<file path="config.mk">
export PLATFORM = sky130hd
export DESIGN_NAME = soc_riscv_jtag_tap_sampled
export DESIGN_NICKNAME = d
export VERILOG_FILES = /design/src/rtl/soc_riscv_jtag_pkg.sv /design/src/rtl/soc_riscv_jtag_sync.sv /design/src/rtl/soc_riscv_jtag_tap_sampled.sv
export SDC_FILE = /design/constraint.sdc
export NUM_CORES = 1
export LEC_CHECK = 0
export ABC_AREA = 0
export CAP_MARGIN = 20
export CELL_PAD_IN_SITES_DETAIL_PLACEMENT = 1
export CELL_PAD_IN_SITES_GLOBAL_PLACEMENT = 1
export CORE_MARGIN = 5
export CORE_UTILIZATION = 36
export CTS_BUF_LIST = sky130_fd_sc_hd__clkbuf_4 sky130_fd_sc_hd__clkbuf_8
export DETAILED_ROUTE_END_ITERATION = 12
export GPL_TIMING_DRIVEN = 0
export PLACE_DENSITY_LB_ADDON = 0.1
export SYNTH_ARGS = -nofsm -noshare
export SYNTH_HDL_FRONTEND = slang
export SYNTH_SLANG_ARGS = --single-unit
</file>
<file path="constraint.sdc">
create_clock -name HCLK -period 2.2 [get_ports HCLK]
set_clock_uncertainty 0.2 [all_clocks]
set_input_delay 0.44 -clock HCLK [delete_from_list [all_inputs] [get_ports HCLK]]
set_output_delay 0.44 -clock HCLK [all_outputs]
set_load 0.005 [all_outputs]
</file>
<file path="src/rtl/soc_riscv_jtag_pkg.sv">
// Shared TAP state encodings, instruction codes and the TAP next-state function.
// The IDCODE instruction is present only when SOC_RISCV_JTAG_IDCODE_EN is defined.
package soc_riscv_jtag_pkg;

  typedef enum logic [3:0] {
    TAP_EXIT2_DR   = 4'h0,
    TAP_EXIT1_DR   = 4'h1,
    TAP_SHIFT_DR   = 4'h2,
    TAP_PAUSE_DR   = 4'h3,
    TAP_SELECT_IR  = 4'h4,
    TAP_UPDATE_DR  = 4'h5,
    TAP_CAPTURE_DR = 4'h6,
    TAP_SELECT_DR  = 4'h7,
    TAP_EXIT2_IR   = 4'h8,
    TAP_EXIT1_IR   = 4'h9,
    TAP_SHIFT_IR   = 4'hA,
    TAP_PAUSE_IR   = 4'hB,
    TAP_RUN_IDLE   = 4'hC,
    TAP_UPDATE_IR  = 4'hD,
    TAP_CAPTURE_IR = 4'hE,
    TAP_RESET      = 4'hF
  } tap_state_t;

  typedef enum logic [1:0] {
    DR_BYPASS,
    DR_IDCODE,
    DR_USER
  } dr_sel_t;

  localparam logic [4:0] INSTR_IDCODE = 5'h01;
  localparam logic [4:0] INSTR_USER   = 5'h11;
  localparam logic [4:0] INSTR_BYPASS = 5'h1F;

  function automatic tap_state_t tap_next(input tap_state_t s, input logic tms);
    tap_state_t n;
    n = TAP_RESET;
    case (s)
      TAP_RESET:      n = tms ? TAP_RESET     : TAP_RUN_IDLE;
      TAP_RUN_IDLE:   n = tms ? TAP_SELECT_DR : TAP_RUN_IDLE;
      TAP_SELECT_DR:  n = tms ? TAP_SELECT_IR : TAP_CAPTURE_DR;
      TAP_CAPTURE_DR: n = tms ? TAP_EXIT1_DR  : TAP_SHIFT_DR;
      TAP_SHIFT_DR:   n = tms ? TAP_EXIT1_DR  : TAP_SHIFT_DR;
      TAP_EXIT1_DR:   n = tms ? TAP_UPDATE_DR : TAP_PAUSE_DR;
      TAP_PAUSE_DR:   n = tms ? TAP_EXIT2_DR  : TAP_PAUSE_DR;
      TAP_EXIT2_DR:   n = tms ? TAP_UPDATE_DR : TAP_SHIFT_DR;
      TAP_UPDATE_DR:  n = tms ? TAP_SELECT_DR : TAP_RUN_IDLE;
      TAP_SELECT_IR:  n = tms ? TAP_RESET     : TAP_CAPTURE_IR;
      TAP_CAPTURE_IR: n = tms ? TAP_EXIT1_IR  : TAP_SHIFT_IR;
      TAP_SHIFT_IR:   n = tms ? TAP_EXIT1_IR  : TAP_SHIFT_IR;
      TAP_EXIT1_IR:   n = tms ? TAP_UPDATE_IR : TAP_PAUSE_IR;
      TAP_PAUSE_IR:   n = tms ? TAP_EXIT2_IR  : TAP_PAUSE_IR;
      TAP_EXIT2_IR:   n = tms ? TAP_UPDATE_IR : TAP_SHIFT_IR;
      TAP_UPDATE_IR:  n = tms ? TAP_SELECT_DR : TAP_RUN_IDLE;
      default:        n = TAP_RESET;
    endcase
    return n;
  endfunction

endpackage

</file>
<file path="src/rtl/soc_riscv_jtag_sync.sv">
// Two-flop synchronizer bank bringing asynchronous JTAG pins into the HCLK domain.
module soc_riscv_jtag_sync #(
  parameter int unsigned WIDTH = 1
) (
  input  logic             clk_i,
  input  logic             rst_ni,
  input  logic [WIDTH-1:0] d_i,
  output logic [WIDTH-1:0] q_o
);

  logic [WIDTH-1:0] meta_q;
  logic [WIDTH-1:0] sync_q;

  always_ff @(posedge clk_i) begin
    if (!rst_ni) begin
      meta_q <= '0;
      sync_q <= '0;
    end else begin
      meta_q <= d_i;
      sync_q <= meta_q;
    end
  end

  assign q_o = sync_q;

endmodule

</file>
<file path="src/rtl/soc_riscv_jtag_tap_sampled.sv">
// IEEE 1149.1 TAP oversampled on HCLK: TCK edges are detected from synchronized pins.
// Define SOC_RISCV_JTAG_IDCODE_EN to enable the IDCODE instruction (else it decodes as BYPASS).
module soc_riscv_jtag_tap_sampled
  import soc_riscv_jtag_pkg::*;
#(
  parameter int unsigned IR_WIDTH     = 5,
  parameter int unsigned DR_WIDTH     = 32,
  parameter logic [31:0] IDCODE_VALUE = 32'h10001FFF
) (
  input  logic                HCLK,
  input  logic                HRESETn,
  input  logic                TCK,
  input  logic                TMS,
  input  logic                TDI,
  input  logic                TRSTN,
  output logic                TDO,
  input  logic [DR_WIDTH-1:0] user_capture_data,
  output logic                user_update_valid,
  output logic [DR_WIDTH-1:0] user_update_data,
  output logic [3:0]          tap_state
);

  localparam logic [IR_WIDTH-1:0] IR_IDCODE  = IR_WIDTH'(INSTR_IDCODE);
  localparam logic [IR_WIDTH-1:0] IR_USER    = IR_WIDTH'(INSTR_USER);
  localparam logic [IR_WIDTH-1:0] IR_CAPTURE = IR_WIDTH'(2'b01);
`ifdef SOC_RISCV_JTAG_IDCODE_EN
  localparam logic [IR_WIDTH-1:0] IR_DEFAULT = IR_IDCODE;
`else
  localparam logic [IR_WIDTH-1:0] IR_DEFAULT = '1;
`endif

  logic tck_s, tms_s, tdi_s, trst_n_s;

  soc_riscv_jtag_sync #(.WIDTH(4)) u_sync (
    .clk_i  (HCLK),
    .rst_ni (HRESETn),
    .d_i    ({TRSTN, TDI, TMS, TCK}),
    .q_o    ({trst_n_s, tdi_s, tms_s, tck_s})
  );

  tap_state_t          state_q, state_d, state_nx;
  logic [IR_WIDTH-1:0] instr_q, instr_d;
  logic [IR_WIDTH-1:0] ir_sr_q, ir_sr_d;
  logic [31:0]         id_sr_q, id_sr_d;
  logic [DR_WIDTH-1:0] user_sr_q, user_sr_d;
  logic                byp_q, byp_d;
  logic                tdo_q, tdo_d;
  logic                tck_prev_q;
  logic                upd_valid_q, upd_valid_d;
  logic [DR_WIDTH-1:0] upd_data_q, upd_data_d;
  logic                tck_rise, tck_fall;
  dr_sel_t             dr_sel;
  logic                dr_lsb;

  assign tck_rise = tck_s & ~tck_prev_q;
  assign tck_fall = ~tck_s & tck_prev_q;
  assign state_nx = tap_next(state_q, tms_s);

  always_comb begin
    dr_sel = DR_BYPASS;
`ifdef SOC_RISCV_JTAG_IDCODE_EN
    if (instr_q == IR_IDCODE) dr_sel = DR_IDCODE;
`endif
    if (instr_q == IR_USER) dr_sel = DR_USER;
  end

  always_comb begin
    dr_lsb = byp_q;
    case (dr_sel)
      DR_IDCODE: dr_lsb = id_sr_q[0];
      DR_USER:   dr_lsb = user_sr_q[0];
      default:   dr_lsb = byp_q;
    endcase
  end

  always_comb begin
    state_d     = state_q;
    instr_d     = instr_q;
    ir_sr_d     = ir_sr_q;
    id_sr_d     = id_sr_q;
    user_sr_d   = user_sr_q;
    byp_d       = byp_q;
    tdo_d       = tdo_q;
    upd_valid_d = 1'b0;
    upd_data_d  = upd_data_q;

    // Shift uses the state being left, capture/update the state being entered;
    // the two never coincide, so leaving Shift still shifts one last bit.
    if (tck_rise && !tck_fall) begin
      state_d = state_nx;
      if (state_q == TAP_SHIFT_IR) ir_sr_d = {tdi_s, ir_sr_q[IR_WIDTH-1:1]};
      if (state_q == TAP_SHIFT_DR) begin
        case (dr_sel)
          DR_IDCODE: id_sr_d   = {tdi_s, id_sr_q[31:1]};
          DR_USER:   user_sr_d = {tdi_s, user_sr_q[DR_WIDTH-1:1]};
          default:   byp_d     = tdi_s;
        endcase
      end
      case (state_nx)
        TAP_CAPTURE_IR: ir_sr_d = IR_CAPTURE;
        TAP_CAPTURE_DR: begin
          case (dr_sel)
            DR_IDCODE: id_sr_d   = IDCODE_VALUE;
            DR_USER:   user_sr_d = user_capture_data;
            default:   byp_d     = 1'b0;
          endcase
        end
        TAP_UPDATE_IR: instr_d = ir_sr_q;
        TAP_UPDATE_DR: begin
          if (dr_sel == DR_USER) begin
            upd_valid_d = 1'b1;
            upd_data_d  = user_sr_q;
          end
        end
        TAP_RESET: instr_d = IR_DEFAULT;
        default: ;
      endcase
    end

    if (tck_fall && !tck_rise) begin
      tdo_d = 1'b0;
      if (state_q == TAP_SHIFT_IR) tdo_d = ir_sr_q[0];
      if (state_q == TAP_SHIFT_DR) tdo_d = dr_lsb;
    end

    if (!trst_n_s) begin
      state_d     = TAP_RESET;
      instr_d     = IR_DEFAULT;
      upd_valid_d = 1'b0;
      upd_data_d  = upd_data_q;
    end
  end

  always_ff @(posedge HCLK) begin
    if (!HRESETn) begin
      state_q     <= TAP_RESET;
      instr_q     <= IR_DEFAULT;
      ir_sr_q     <= '0;
      id_sr_q     <= '0;
      user_sr_q   <= '0;
      byp_q       <= 1'b0;
      tdo_q       <= 1'b0;
      tck_prev_q  <= 1'b0;
      upd_valid_q <= 1'b0;
      upd_data_q  <= '0;
    end else begin
      state_q     <= state_d;
      instr_q     <= instr_d;
      ir_sr_q     <= ir_sr_d;
      id_sr_q     <= id_sr_d;
      user_sr_q   <= user_sr_d;
      byp_q       <= byp_d;
      tdo_q       <= tdo_d;
      tck_prev_q  <= tck_s;
      upd_valid_q <= upd_valid_d;
      upd_data_q  <= upd_data_d;
    end
  end

  assign TDO               = tdo_q;
  assign user_update_valid = upd_valid_q;
  assign user_update_data  = upd_data_q;
  assign tap_state         = state_q;

endmodule

</file>
Yosys cells after proc, flatten, opt, wreduce, memory -nomap -nowiden
Cells that the tools add are included.
{"block": "totals", "wordCells": 88, "ff_bits": 122, "output_inout_bits": 38, "inputBits": 38}
{"block": "op_classes", "n_mux": 33, "eq_ne": 23, "bitwise": 4, "n_reduce_logical": 16}
{"op": "two-way mux 32 bit", "n": 8}
{"op": "case mux 4 bit (12 select lines)", "n": 1}
{"op": "equality test 4 bit, second input constant", "n": 11}
{"op": "equality test 4 x 3 -> 1 bit, second input constant", "n": 6}
{"op": "two-way mux 2 bit", "n": 7}
{"op": "two-way mux 3 bit", "n": 4}
{"op": "two-way mux 5 bit", "n": 2}
{"op": "case mux 5 bit (2 select lines)", "n": 1}
{"op": "equality test 4 x 2 -> 1 bit, second input constant", "n": 2}
{"op": "two-way mux 1 bit", "n": 8}
{"op": "AND reduction 4 bit", "n": 2}
{"op": "AND reduction 2 bit", "n": 3}
{"op": "OR reduction 2 bit", "n": 3}
{"op": "equality test 5 bit, second input constant", "n": 1}
{"op": "equality test 4 x 1 -> 1 bit, second input constant", "n": 1}
{"op": "zero test 4 bit", "n": 1}
{"op": "two-way mux 4 bit", "n": 1}
{"op": "nonzero test 2 bit", "n": 2}
{"op": "OR reduction 3 bit", "n": 1}
{"op": "bitwise AND 1 bit", "n": 2}
{"op": "equality test 2 x 1 -> 1 bit, second input constant", "n": 1}
{"op": "equality test 2 bit, second input constant", "n": 1}
{"op": "logical AND 1 bit", "n": 2}
{"op": "zero test 1 bit", "n": 2}
{"op": "other kinds (2)", "n": 3}

Longest topological paths before layout
Gate-level depths: netlist of run 1.
{"block": "logic_depth", "depth_word": 8, "ltp_mapped": 8, "depth_no_buf": 5}

Modules after synthesis
From an unflattened synthesis of run 1, not the netlist that was laid out.
{"block": "hier_totals", "hier_cells": 425, "area_unflattened_um2": 3993.8}
{"mod": "soc_riscv_jtag_tap_sampled", "area_per_inst_um2": 3783.6, "seq_area_each_um2": 1641.6, "cells_each": 409, "instances": 1}
{"mod": "soc_riscv_jtag_sync", "area_per_inst_um2": 210.2, "seq_area_each_um2": 160.2, "cells_each": 16, "instances": 1}

Worst setup path before layout of run 1
Ideal clock, no wire load.
{"block": "synth_timing", "path_type": "reg-to-reg", "startpoint": "register state_q[1], in the netlist tap_state[1]", "endpoint": "register upd_data_q[17], in the netlist user_update_data[17]", "setup_ns": 0.134, "setup_slack_ns": 0.096, "required_ns": 1.866, "stages_incl_launch_ff": 8, "path_buffers": 2, "arrival_time_ns": 1.770, "synth_period_minus_slack_ns": 2.104, "path_cell_list": "dfxtp_1 buf_2 nor2b_1 mux2i_2 o2111ai_1 clkbuf_2 o21ai_0 a21oi_1"}
{"block": "synth_via", "elab_chain_cells": 5, "word_cells_on_any_way": 22, "classes_between": "16 x eq/ne; 1 x mux; 5 x reduce/logical"}
{"element": "start, declared", "line": "soc_riscv_jtag_tap_sampled.sv:41", "source": "tap_state_t state_q, state_d, state_nx;"}
{"element": "start signal, assigned", "line": "soc_riscv_jtag_tap_sampled.sv:147", "source": "state_q <= state_d;"}
{"element": "equality test 4 bit, or another cell as far along", "line": "soc_riscv_jtag_pkg.sv:37", "source": "case (s)"}
{"element": "OR reduction 3 bit (no source line) / OR reduction 2 bit (equally long branches)"}
{"element": "case mux 4 bit (12 select lines) (*)", "line": "soc_riscv_jtag_pkg.sv:37"}
{"element": "equality test 4 x 3 -> 1 bit (*)", "line": "soc_riscv_jtag_tap_sampled.sv:99", "source": "case (state_nx)"}
{"element": "AND reduction 4 bit (no source line) (*)"}
{"element": "end signal, assigned", "line": "soc_riscv_jtag_tap_sampled.sv:156", "source": "upd_data_q <= upd_data_d;"}
{"element": "end, declared", "line": "soc_riscv_jtag_tap_sampled.sv:50", "source": "logic [DR_WIDTH-1:0] upd_data_q, upd_data_d;"}
Every way passes the cells marked *; elsewhere a longest branch is shown, timed or not.
A chain may end at the register's enable or synchronous reset.

Final worst setup path of run 1
{"block": "layout_timing", "startpoint": "register instr_q[2]", "endpoint": "register user_sr_q[26]"}
{"block": "layout_via", "elab_chain_cells": 7}
{"element": "start, declared", "line": "soc_riscv_jtag_tap_sampled.sv:42", "source": "logic [IR_WIDTH-1:0] instr_q, instr_d;"}
{"element": "start signal, assigned", "line": "soc_riscv_jtag_tap_sampled.sv:148", "source": "instr_q <= instr_d;"}
{"element": "equality test 5 bit (*)", "line": "soc_riscv_jtag_tap_sampled.sv:64", "source": "if (instr_q == IR_USER) dr_sel = DR_USER;"}
{"element": "two-way mux 2 bit (*)", "line": "soc_riscv_jtag_tap_sampled.sv:64"}
{"element": "equality test 2 bit (*)", "line": "soc_riscv_jtag_tap_sampled.sv:93, soc_riscv_jtag_tap_sampled.sv:102"}
{"element": "two-way mux 32 bit", "line": "soc_riscv_jtag_tap_sampled.sv:93", "source": "case (dr_sel)"}
{"element": "two-way mux 32 bit", "line": "soc_riscv_jtag_tap_sampled.sv:92", "source": "if (state_q == TAP_SHIFT_DR) begin"}
{"element": "two-way mux 32 bit", "line": "soc_riscv_jtag_tap_sampled.sv:102", "source": "case (dr_sel)"}
{"element": "two-way mux 32 bit (*)", "line": "soc_riscv_jtag_tap_sampled.sv:99"}
{"element": "end signal, assigned", "line": "soc_riscv_jtag_tap_sampled.sv:151", "source": "user_sr_q <= user_sr_d;"}
{"element": "end, declared", "line": "soc_riscv_jtag_tap_sampled.sv:45", "source": "logic [DR_WIDTH-1:0] user_sr_q, user_sr_d;"}
Marked as above.

==> flow_metrics.env, run 1 <==
export IMPL_status="finished with violations"
export IMPL_violations="negative setup slack"
export IMPL_multi_input_area_um2=2220
export IMPL_stdcell_count=708
export IMPL_ys_seq_elements=90
export IMPL_gp_congestion=0.842
export IMPL_crit_path_end_kind="flop"
export IMPL_async_reset_ff_frac=0
export IMPL_drtIter0Drc=167
export IMPL_hold_viol_final=0
export IMPL_seqCellArea_um2=1800
export IMPL_critPathKind="reg -> reg"
export IMPL_r2r_slack_ns=-0.08
export IMPL_worstPathArrival_ns=2.33
export IMPL_final_nets=601
export IMPL_dp_hpwl_mm=9.89
export IMPL_routed_wl_mm=14.1
export IMPL_rsz0062_at_grt="true"
export IMPL_crit_buf_inv=2
export IMPL_vdd_drop_max_mv=0.382
export IMPL_antenna_found_initial=0
export IMPL_ys_warn_count=0
export IMPL_yosysMostFrequentCell="dfxtp_1"
export IMPL_syn_area_um2=3930
export IMPL_maxCapViolCount=0
export IMPL_powerDensity_nw_per_um2=507
export IMPL_slew_headroom=0.522
export IMPL_synth_edf_count=0
export IMPL_layout_min_cycle_time_ns=2.28
export IMPL_ys_types=46
export IMPL_grt_max_degree=16
export IMPL_htreeDepth=3
export IMPL_drt_first_pass_iters=4
export IMPL_fin_crit_sh=1.04
export IMPL_first_global_vias=4088
export IMPL_setup_tns_ns=-0.449
export IMPL_dp_cells=676
export IMPL_cp_data_required_time_ns=2.26
export IMPL_worst_setup_path_start_kind="flop"
export IMPL_min_path_type="reg -> reg"
export IMPL_syn_inst=461
export IMPL_start_util=0.364
export IMPL_synth_top_area_cell="dfxtp_1"
export IMPL_cts_tree="yes"
export IMPL_fmax_mhz=439
export IMPL_clock_root_buffer="clkbuf_8"
export IMPL_drc=0
export IMPL_grt_overflow=0
export IMPL_die_area_um2=13100
export IMPL_drv_slew=0
export IMPL_insertion_delay_ns=0.36
export IMPL_die_width_um=115
export IMPL_cts_made_buffers=9
export IMPL_vias=4012
export IMPL_area_delta_synth_final_pct=44.8
export IMPL_vias_per_cell=5.67
export IMPL_clk_pin_slew_worst_paths_ns=0.09
export IMPL_synth_top_area_share=0.458
export IMPL_critPathMaxStageDelay_ns=0.58
export IMPL_core_area_um2=10800
export IMPL_antenna_left=0
export IMPL_wl_per_cell_um=20.0
export IMPL_cts_sinks=90
export IMPL_worst_slack_ns=-0.0779
export IMPL_synthTopCellsByArea="dfxtp_1, a21oi_1, o21ai_0"
export IMPL_n_antenna_cell=0
export IMPL_path_max_fanout=10
export IMPL_syn_avg_cell_area_um2=8.53
export IMPL_synth_fp_nets=499
export IMPL_grt_total_usage=0.209
export IMPL_path_cells="or4b_4 -> buf_12 -> nor3_4 -> o21ai_4 -> buf_6 -> a221oi_1"
export IMPL_seq_area_frac_synth=0.458
export IMPL_setup_viol=17
export IMPL_path_delay_family="simple AND/OR/NAND/NOR gates"
export IMPL_tightest_slew_ns=0.717
export IMPL_p_leak_nw=1.88
export IMPL_ios=76
export IMPL_grt_first_pass_wirelength_mm=21.5
export IMPL_rows=38
export IMPL_synthTopCellsByCount="dfxtp_1, a21oi_1, o21ai_0, nand3_1, a22oi_1"
export IMPL_synth_top_flop_cell="dfxtp_1"
export IMPL_nFillCells=1239
export IMPL_fp_dieH_um=115
export IMPL_crit_path_top_delay_cell="or4b_4"
export IMPL_drive_above_1_share=0.246
export IMPL_port_buffers=75
export IMPL_clockBufferDepth=2
metrics by stage:
step | hold WS [ns] | power (mW) | util | area, um^2 | worst slack [ns]
floorplan | 0.212 | 1.74 | - | 3930 | 0.0961
global placement | 0.216 | 1.85 | 0.450 | 4860 | -0.598
detailed placement | 0.223 | 1.85 | 0.450 | 4860 | -0.719
CTS | 0.248 | 2.90 | 0.479 | 5170 | -0.0247
global route | 0.267 | 2.99 | 0.528 | 5700 | -0.201
finish | 0.242 | 2.89 | 0.528 | 5700 | -0.0779
worst reg2reg max path: cells and delay by family (launching register included):
family	cells	cell delay [ns]
flops	1	0.32
buf+inv	2	0.34
simple gates	2	0.88
compound gates	2	0.44
logic make-up after synthesis:
kind of cell	count (synthesis)	synth area share
mux	3	0.00891
buf+inv	61	0.0703
compound gates	186	0.297
simple gates	121	0.166
flops	90	0.458
final timing paths:
check,to,from,cells past startpoint
min,u_sync.q_o[3],u_sync.meta_q[3],1
max reg2reg,user_sr_q[26],instr_q[2],6
max,user_sr_q[26],instr_q[2],6
min reg2reg,u_sync.q_o[3],u_sync.meta_q[3],1
placed cells by master, fill, tap and decap left out, drive strengths merged, types with 6 or more instances in the layout:
master,instances
a22oi,24
nand2,22
clkbuf,31
a21o,11
o22ai,12
o21ai,55
a21oi,51
inv,18
and2,10
nor2,20
dfxtp,90
a221oi,14
nor4,6
buf,38
clkdlybuf4s50,75
a22o,9
nand3,45
layout make-up:
type / instances / share of cell area
Multi-Input combinational cell: 310 / 0.389
Sequential cell: 90 / 0.317
Timing Repair Buffer: 92 / 0.167
Buffer: 42 / 0.0543
Tap cell: 140 / 0.0308
Clock buffer: 10 / 0.0231
Inverter: 18 / 0.0119
Clock inverter: 6 / 0.00747
state kept, by name, indices dropped and copies added, names as in the netlist:
name,count
user_update_data,32
TDO,1
byp_q,1
instr_q,5
u_sync.meta_q,4
u_sync.q_o,4
ir_sr_q,5
user_update_valid,1
tck_prev_q,1
user_sr_q,32
tap_state,4
repair_timing:
item,CTS,global route
setup endpoints to repair,71,71
gates cloned,0,5
pin swaps,0,17
resized for setup,28,146
hold buffers,0,0
setup buffers,4,8
layer usage:
metal  track usage  routed length (um)
met2         0.354                7080
met3        0.0386                 580
met5             0                   0
met4        0.0649                 252
met1         0.269                6220
power breakdown:
group | internal [mW] | switching (mW) | leakage, nW | total (mW)
Sequential | 1.64 | 0.00597 | 0.727 | 1.64
Combinational | 0.0887 | 0.108 | 1.06 | 0.196
Clock | 0.426 | 0.625 | 0.0861 | 1.05
(Power assumes the default switching activity.)
==> run 2: changes to the inputs <==
Settings changed: SETUP_SLACK_MARGIN from default to 0.4.
==> run 2 against run 1 <==
Sequential share of layout area decreased by 2.6 points. Count of clock-buffer cells in the layout increased by 1. Highest routed layer unchanged. Flip-flop and latch count unchanged. Die area unchanged. Non-clock buffer count increased by 28. The flow still finishes with violations (negative setup slack). Clock power about the same. Cell area increased by 11%. Utilization increased by 5.9 points. Combinational power increased by 16%. Critical endpoint is now user_update_data[28]. Global-route usage increased by 2.8 points. First-iteration DRC count decreased by 5.4%. Hold slack improved by 0.0014 ns.
==> flow_metrics.env, run 2 (synthesis results as in run 1) <==
export IMPL_grt_total_usage=0.237
export IMPL_path_max_fanout=7
export IMPL_critPathKind="reg -> reg"
export IMPL_drt_first_pass_iters=4
export IMPL_die_area_um2=13100
export IMPL_fin_crit_sh=1.03
export IMPL_ios=76
export IMPL_cts_tree="yes"
export IMPL_grt_max_degree=15
export IMPL_core_area_um2=10800
export IMPL_slew_headroom=0.438
export IMPL_status="finished with violations"
export IMPL_cts_made_buffers=9
export IMPL_worstPathArrival_ns=2.30
export IMPL_powerDensity_nw_per_um2=464
export IMPL_layout_min_cycle_time_ns=2.26
export IMPL_critPathLaunch="instr_q[3]"
export IMPL_rows=38
export IMPL_grt_first_pass_wirelength_mm=24.0
export IMPL_drv_slew=0
export IMPL_clock_root_buffer="clkbuf_8"
export IMPL_clockBufferDepth=2
export IMPL_antenna_left=0
export IMPL_grt_overflow=0
export IMPL_r2r_slack_ns=-0.06
export IMPL_layout_commonest_cell="dfxtp_1"
export IMPL_violations="negative setup slack"
export IMPL_cts_sinks=90
export IMPL_wl_per_cell_um=21.3
export IMPL_maxCapViolCount=0
export IMPL_final_cell_area_um2=6330
export IMPL_die_width_um=115
export IMPL_endpoint="user_update_data[28]"
export IMPL_p_total_mw=2.94
export IMPL_tightest_slew_ns=0.844
export IMPL_final_nets=629
export IMPL_dp_hpwl_mm=10.1
export IMPL_cp_data_required_time_ns=2.25
export IMPL_area_delta_synth_final_pct=61.1
export IMPL_clk_pin_slew_worst_paths_ns=0.10
export IMPL_gp_congestion=0.793
export IMPL_vdd_drop_max_mv=0.392
export IMPL_vias_per_cell=5.65
export IMPL_routed_wl_mm=15.7
export IMPL_start_util=0.364
export IMPL_reg2reg_to="user_update_data[28]"
export IMPL_worst_slack_ns=-0.0551
export IMPL_reg2reg_depth=8
export IMPL_first_global_vias=4312
export IMPL_crit_path_end_kind="flop"
export IMPL_fmax_mhz=443
export IMPL_pre_cts_slack_ns=-0.247
export IMPL_setup_viol=27
export IMPL_holdBufCountCts=0
export IMPL_p_leak_nw=2.43
export IMPL_hold_worst_slack_ns=0.243
export IMPL_vias=4161
export IMPL_insertion_delay_ns=0.38
export IMPL_htreeDepth=3
export IMPL_layout_common_cells="dfxtp_1, a21oi_1, clkdlybuf4s50_1"
export IMPL_worstReg2RegStart="instr_q[3]"
export IMPL_fp_dieH_um=115
export IMPL_min_path_type="reg -> reg"
export IMPL_n_antenna_cell=0
export IMPL_placed_cell_area_um2=5170
export IMPL_rsz0062_at_grt="true"
export IMPL_drc=0
export IMPL_worst_setup_path_start_kind="flop"
export IMPL_drtIter0Drc=158
export IMPL_antenna_found_initial=0
export IMPL_drive_above_1_share=0.393
export IMPL_hold_viol_final=0
export IMPL_port_buffers=75
## run 2: changes by cell type in the layout (fill, tap and decap cells not counted), moves of 9 or more
| cell | before | now |
|---|---|---|
| buf_6 | 10 | 22 |
| buf_4 | 18 | 34 |
| dlygate4sd2_1 | 0 | 29 |
| clkdlybuf4s50_1 | 75 | 37 |
| o22ai_1 | 11 | 2 |
| dfxtp_2 | 2 | 24 |
| nand3_2 | 2 | 11 |
| o22ai_2 | 1 | 10 |
| nand3_1 | 43 | 34 |
| dfxtp_1 | 88 | 63 |
## run 2: layer usage
metal / track usage / routed length (um) / vias to the layer above
met2: 0.395 / 8040 / 85
met4: 0.101 / 397 / 0
met1: 0.300 / 6710 / 2089
li1: - / - / 1961
met3: 0.0407 / 530 / 26
met5: 0 / 0 / -
## run 2: what timing repair did
item / in CTS / in global routing
gates resized for setup: 156 / 98
setup endpoints to repair: 119 / 90
buffers inserted: 25 / 12
cloned: 7 / 1
pin swaps: 42 / 14
## run 2: cell type report
cell class / instances / area, um^2
plain buffers: 42 / 418
repair buffers: 120 / 1170
clock buffers: 11 / 145
multi-input cells: 310 / 2490
inverters: 18 / 67.6
clock inverters: 5 / 30.0
well taps: 140 / 175
flip-flops and latches: 90 / 1840
fillers: 1195 / 4460
## run 2: metrics by stage
step	setup TNS [ns]	util	cells
finish	-0.416	0.587	736
global route	-2.81	0.587	736
CTS	0	0.551	724
detailed placement	-6.83	0.479	676
global placement	-4.53	0.479	676
floorplan	0	-	461
## run 2: worst min path at each step
stage / from / endpoint / slack, ns / cells past startpoint
after global routing: u_sync.meta_q[1] / u_sync.q_o[1] / 0.27 / 1
after CTS: u_sync.meta_q[3] / u_sync.q_o[3] / 0.25 / 1
after detailed placement: u_sync.meta_q[3] / u_sync.q_o[3] / 0.22 / 1
final: u_sync.meta_q[2] / u_sync.q_o[2] / 0.24 / 1
after global placement: u_sync.meta_q[0] / u_sync.q_o[0] / 0.22 / 1
after floorplan: u_sync.meta_q[0] / u_sync.q_o[0] / 0.21 / 1
## run 2: worst max-delay path, cell delays in order (launching register included)
cell       delay (ns)
dfxtp_2          0.33
or4b_4           0.57
nor3_4           0.18
buf_6            0.14
o2111ai_4        0.11
buf_12           0.20
buf_8            0.14
o21ai_1          0.18
a21oi_2          0.08
## run 2: where the power goes
part	internal, mW	total (mW)	switching, mW
Sequential	1.63	1.64	0.00658
Clock	0.449	1.08	0.627
Combinational	0.105	0.228	0.122
Total	2.19	2.94	0.756
